File: src/rtl/univ_ff_reg.sv
// univ_ff_reg: bank of WIDTH independent flip-flops, each behaving as a D, T, JK
// or SR flop selected by mode. It also keeps a sticky illegal-SR flag and a
// saturating count of edges on which the register changed.
//
// Ports:
//   clk      - clock, all state updates on rising edge
//   rst      - asynchronous active-high reset
//   en       - update enable (0 holds q)
//   clr      - synchronous clear of q to RST_VAL (beats en)
//   mode     - 00 D, 01 T, 10 JK, 11 SR
//   a        - per-bit D / T / J / S
//   b        - per-bit K (JK) / R (SR), unused in D and T
//   err_clr  - clears sr_err (a coincident set wins)
//   q        - register state
//   qb       - combinational complement of q
//   sr_err   - sticky flag: SR mode saw S=R=1 on some bit
//   chg_cnt  - saturating count of edges where q changed
module univ_ff_reg #(
  parameter int unsigned      WIDTH   = 8,
  parameter int unsigned      CNT_W   = 8,
  parameter logic [WIDTH-1:0] RST_VAL = {WIDTH{1'b0}}
) (
  input  logic             clk,
  input  logic             rst,
  input  logic             en,
  input  logic             clr,
  input  logic [1:0]       mode,
  input  logic [WIDTH-1:0] a,
  input  logic [WIDTH-1:0] b,
  input  logic             err_clr,
  output logic [WIDTH-1:0] q,
  output logic [WIDTH-1:0] qb,
  output logic             sr_err,
  output logic [CNT_W-1:0] chg_cnt
);

  localparam logic [1:0]       MODE_D  = 2'b00;
  localparam logic [1:0]       MODE_T  = 2'b01;
  localparam logic [1:0]       MODE_JK = 2'b10;
  localparam logic [1:0]       MODE_SR = 2'b11;
  localparam logic [CNT_W-1:0] CNT_MAX = {CNT_W{1'b1}};

  logic [WIDTH-1:0] q_q, q_d;
  logic             sr_err_q, sr_err_d;
  logic [CNT_W-1:0] chg_cnt_q, chg_cnt_d;
  logic [WIDTH-1:0] q_upd;
  logic             sr_illegal;

  // Per-bit next value for the selected flop personality.
  always_comb begin
    q_upd = q_q;
    case (mode)
      MODE_D:  q_upd = a;
      MODE_T:  q_upd = q_q ^ a;
      // JK: set when J, keep when not K; J=K=1 therefore toggles.
      MODE_JK: q_upd = (a & ~q_q) | (~b & q_q);
      // SR: S-only sets, R-only resets, 00 and the illegal 11 both hold.
      MODE_SR: q_upd = (a & ~b) | (q_q & ~(b & ~a));
      default: q_upd = q_q;
    endcase
  end

  // Next-state selection, error flag and change counter.
  always_comb begin
    q_d        = q_q;
    sr_err_d   = sr_err_q;
    chg_cnt_d  = chg_cnt_q;
    sr_illegal = en && !clr && (mode == MODE_SR) && (|(a & b));

    if (clr) begin
      q_d = RST_VAL;
    end else if (en) begin
      q_d = q_upd;
    end

    // Set has priority over a coincident clear.
    if (sr_illegal) begin
      sr_err_d = 1'b1;
    end else if (err_clr) begin
      sr_err_d = 1'b0;
    end

    if ((q_d != q_q) && (chg_cnt_q != CNT_MAX)) begin
      chg_cnt_d = chg_cnt_q + CNT_W'(1);
    end
  end

  // State registers.
  always_ff @(posedge clk or posedge rst) begin
    if (rst) begin
      q_q       <= RST_VAL;
      sr_err_q  <= 1'b0;
      chg_cnt_q <= '0;
    end else begin
      q_q       <= q_d;
      sr_err_q  <= sr_err_d;
      chg_cnt_q <= chg_cnt_d;
    end
  end

  assign q       = q_q;
  assign qb      = ~q_q;
  assign sr_err  = sr_err_q;
  assign chg_cnt = chg_cnt_q;

endmodule

File: config.mk
export PLATFORM = sky130hd
export DESIGN_NAME = univ_ff_reg
export DESIGN_NICKNAME = d
export VERILOG_FILES = /design/src/rtl/univ_ff_reg.sv
export SDC_FILE = /design/constraint.sdc
export NUM_CORES = 1
export LEC_CHECK = 0
export CORE_UTILIZATION = 45
export DETAILED_ROUTE_END_ITERATION = 6
export HOLD_SLACK_MARGIN = 0.05
export PLACE_DENSITY = 0.76
export SYNTH_ARGS = -nofsm -noshare
export SYNTH_HDL_FRONTEND = slang
export SYNTH_SLANG_ARGS = --single-unit
File: constraint.sdc
create_clock -name clk -period 3.3 [get_ports clk]
set_clock_uncertainty 0.15 [all_clocks]
set_input_delay 0.66 -clock clk [delete_from_list [all_inputs] [get_ports clk]]
set_output_delay 0.66 -clock clk [all_outputs]
set_load 0.005 [all_outputs]
==> run_results.csv <==
group,metric,value,unit
pwr,powerDensity,411,mW/mm²
clock_network,cts_resized,0,
place,hpwl,3.36,mm
global_route,grt_antenna_before_repair,0,
pwr,leakage,0.000876,µW
route,drtAntennaViolNets,0,
synthesis,synthTopCellsByArea,"dfrtp_1 (25%), nand2_1 (7.6%), o22ai_1 (5.6%), a21oi_1 (4.4%), o22a_1 (4.2%)",
die,start_util,48.7,%
sta,relSlewSlack,52.6,%
min_path,min_to,"chg_cnt[4]",
synthesis,synth_enable_flop_cells,0,
route,wirelength,4.59,mm
route,drc_errors,0,
route,routedWlPerCell,15.2,µm
clock_network,cts_buffer_depth,2,
clock_network,cts_tree,"built",
die,row_count,21,
die,die_w,63.2,µm
cells_and_area,antenna_cells,0,
synthesis,ys_ff_latch,17,
sta,finalMaxSlewViolations,0,
route,viasPerCell,5.85,
sta,hold_violations,0,
setup_path,crit_required,3.30,ns
die,core,0.00347,mm²
setup_path,startpoint_type,"primary input",
clock_network,cts-htree-levels,1,
setup_path,crit_arrival,2.98,ns
clock_network,clk_latency,0.26,ns
global_route,grt_max_degree,35,
clock_network,cts.sinks,17,
place,place_congestion,0.886,
global_route,grtUsageTotal,24.1,%
cells_and_area,nNetsFinal,282,
global_route,grt_pass1_vias,1531,
sta,worstMarginPinSlew,0.710,ns
route,dr.pass1.iters,4,
clock_network,cts-root-buf,"clkbuf_8",
pwr,ir_drop,268,µV
synthesis,syn_avg_cell_area,7.92,µm²
cells_and_area,fillers,319,
cells_and_area,syn_to_final_growth,34.7,%
synthesis,syn_inst,213,
clock_network,post_cts_buffers,0,
synthesis,syn_area,0.00169,mm²
global_route,grt_pass1_wl,7.61,mm
setup_path,worstRegToRegCells,6,
route,vias,1773,
min_path,hold_class,"register to register",
place,port_buffers,47,
sta,fin_crit,2.98,ns
place,post_dp_cell_area,0.00223,mm²
synthesis,synth_top_cell_area_share,25.2,%
setup_path,r2r_end,"chg_cnt[1]",
die,dieArea,0.00400,mm²
setup_path,cp-end-kind,"register",
cells_and_area,layout-drive-gt1-share,10.1,%
clock_network,path_clk_slew,0.07,ns
global_route,grt.overflow.total,0,
synthesis,ys_types,42,
clock_network,cts-buffers-inserted,3,
synthesis,synth_most_common_cell,"nand2_1",
flow_run,cap_violations,0,
min_path,holdPathStages,1,
setup_path,reg2reg_slack,1.04,ns
min_path,worstHoldStart,"chg_cnt[4]",
die,io-pin-count,48,
synthesis,yosys.area.top_type,"dfrtp_1",
synthesis,syn_nets,237,
synthesis,synthTopCellsByCount,"nand2_1 (34), dfrtp_1 (17), inv_1 (16)",
sta,setup_violations,0,
route,drt_iter0_markers,141,
cells_and_area,design_area,0.00227,mm²
die,chipHeight,63.2,µm
synthesis,ys_warn_count,0,
sta,fmax,335,MHz
synthesis,async_reset_ff_share,100,%
sta,finalCritPeriodShare,90.4,%
clock_network,cts_hold_buf,0,
setup_path,r2r-start,"q[4]",
outcome,status,"finished, final reports clean",
sta,setup_tns,0,ns
synthesis,synthFlopType,"dfrtp_1",
synthesis,yosysSeqAreaShare,25.2,%
setup_path,path_max_fanout,31,
sta,rsz0062_at_grt,"false",
setup_path,worstSetupPathType,"primary input to register",
-- cell usage in the layout, fill, tap and decap left out, drive strengths merged, types with 3 or more instances in the layout --
master and instances:
nand2 34, a22oi 5, nand4 5, xnor2 9
buf 12, mux2 3, a221oi 7, inv 16
nor2b 8, nand3 11, a21oi 15, clkbuf 4
a211o 7, o22a 8, xor2 3, a311oi 4
nand2b 3, o22ai 16, nor2 5, dfrtp 17
clkdlybuf4s50 47
-- worst max path at each step --
stage	startpoint	endpoint	cells past startpoint
after floorplan	a[0]	chg_cnt[1]	7
after global placement	mode[0]	chg_cnt[1]	8
after detailed placement	mode[1]	chg_cnt[1]	8
after CTS	mode[1]	chg_cnt[1]	8
after global routing	mode[0]	chg_cnt[1]	8
final	mode[1]	chg_cnt[1]	8
-- power by group --
group	internal [µW]	switching, µW	leakage, µW
clock network	85.9	79.1	0.0000228
registers	262	69.2	0.000218
logic	258	180	0.000635
total	605	329	0.000876
-- cell type report --
type / instances / area [µm²] / area share, %
Sequential cell: 17 / 425 / 18.7
Multi-Input combinational cell: 161 / 1090 / 47.8
Inverter: 16 / 60.1 / 2.64
Timing Repair Buffer: 59 / 598 / 26.3
Clock buffer: 4 / 45.0 / 1.98
Tap cell: 46 / 57.6 / 2.53
-- routing by layer --
metal,GRT usage (%),part of all wire (%)
met3,4.35,6.2
met4,5.97,0.74
met2,39.5,47
met5,0,0
met1,32.5,46
-- worst max-delay path: stages --
cell,delay [ns]
clkdlybuf4s50_1,0.52
buf_12,0.20
xnor2_1,0.14
nand2_1,0.07
a22o_1,0.23
or4_4,0.56
o22ai_4,0.28
mux2_4,0.32
-- flip-flops by register name (all words and copies together), names as in the netlist --
register / count
q: 8
sr_err: 1
chg_cnt: 8
-- cell families after synthesis --
group | count (synthesis) | synth area share (%)
AO/OA/AOI/OAI | 70 | 30.8
buffers and inverters | 35 | 10.4
AND/OR/NAND/NOR | 74 | 22.9
flip-flops | 17 | 25.2
multiplexers | 4 | 3.26
adder cells (fa/ha/maj) | 1 | 0.741
XOR/XNOR | 12 | 6.67
-- per-stage QoR --
step	power, µW	util (%)	setup slack (ns)	hold WS [ns]	instances
final	934	65.5	0.317	0.368	303
after floorplan	566	-	0.636	0.346	213
after global placement	760	64.2	0.0556	0.354	299
after detailed placement	772	64.2	0.0426	0.360	299
after global routing	996	65.5	0.238	0.404	303
after CTS	942	65.5	0.326	0.370	303
Note: power is estimated with default switching activity, not from simulation.
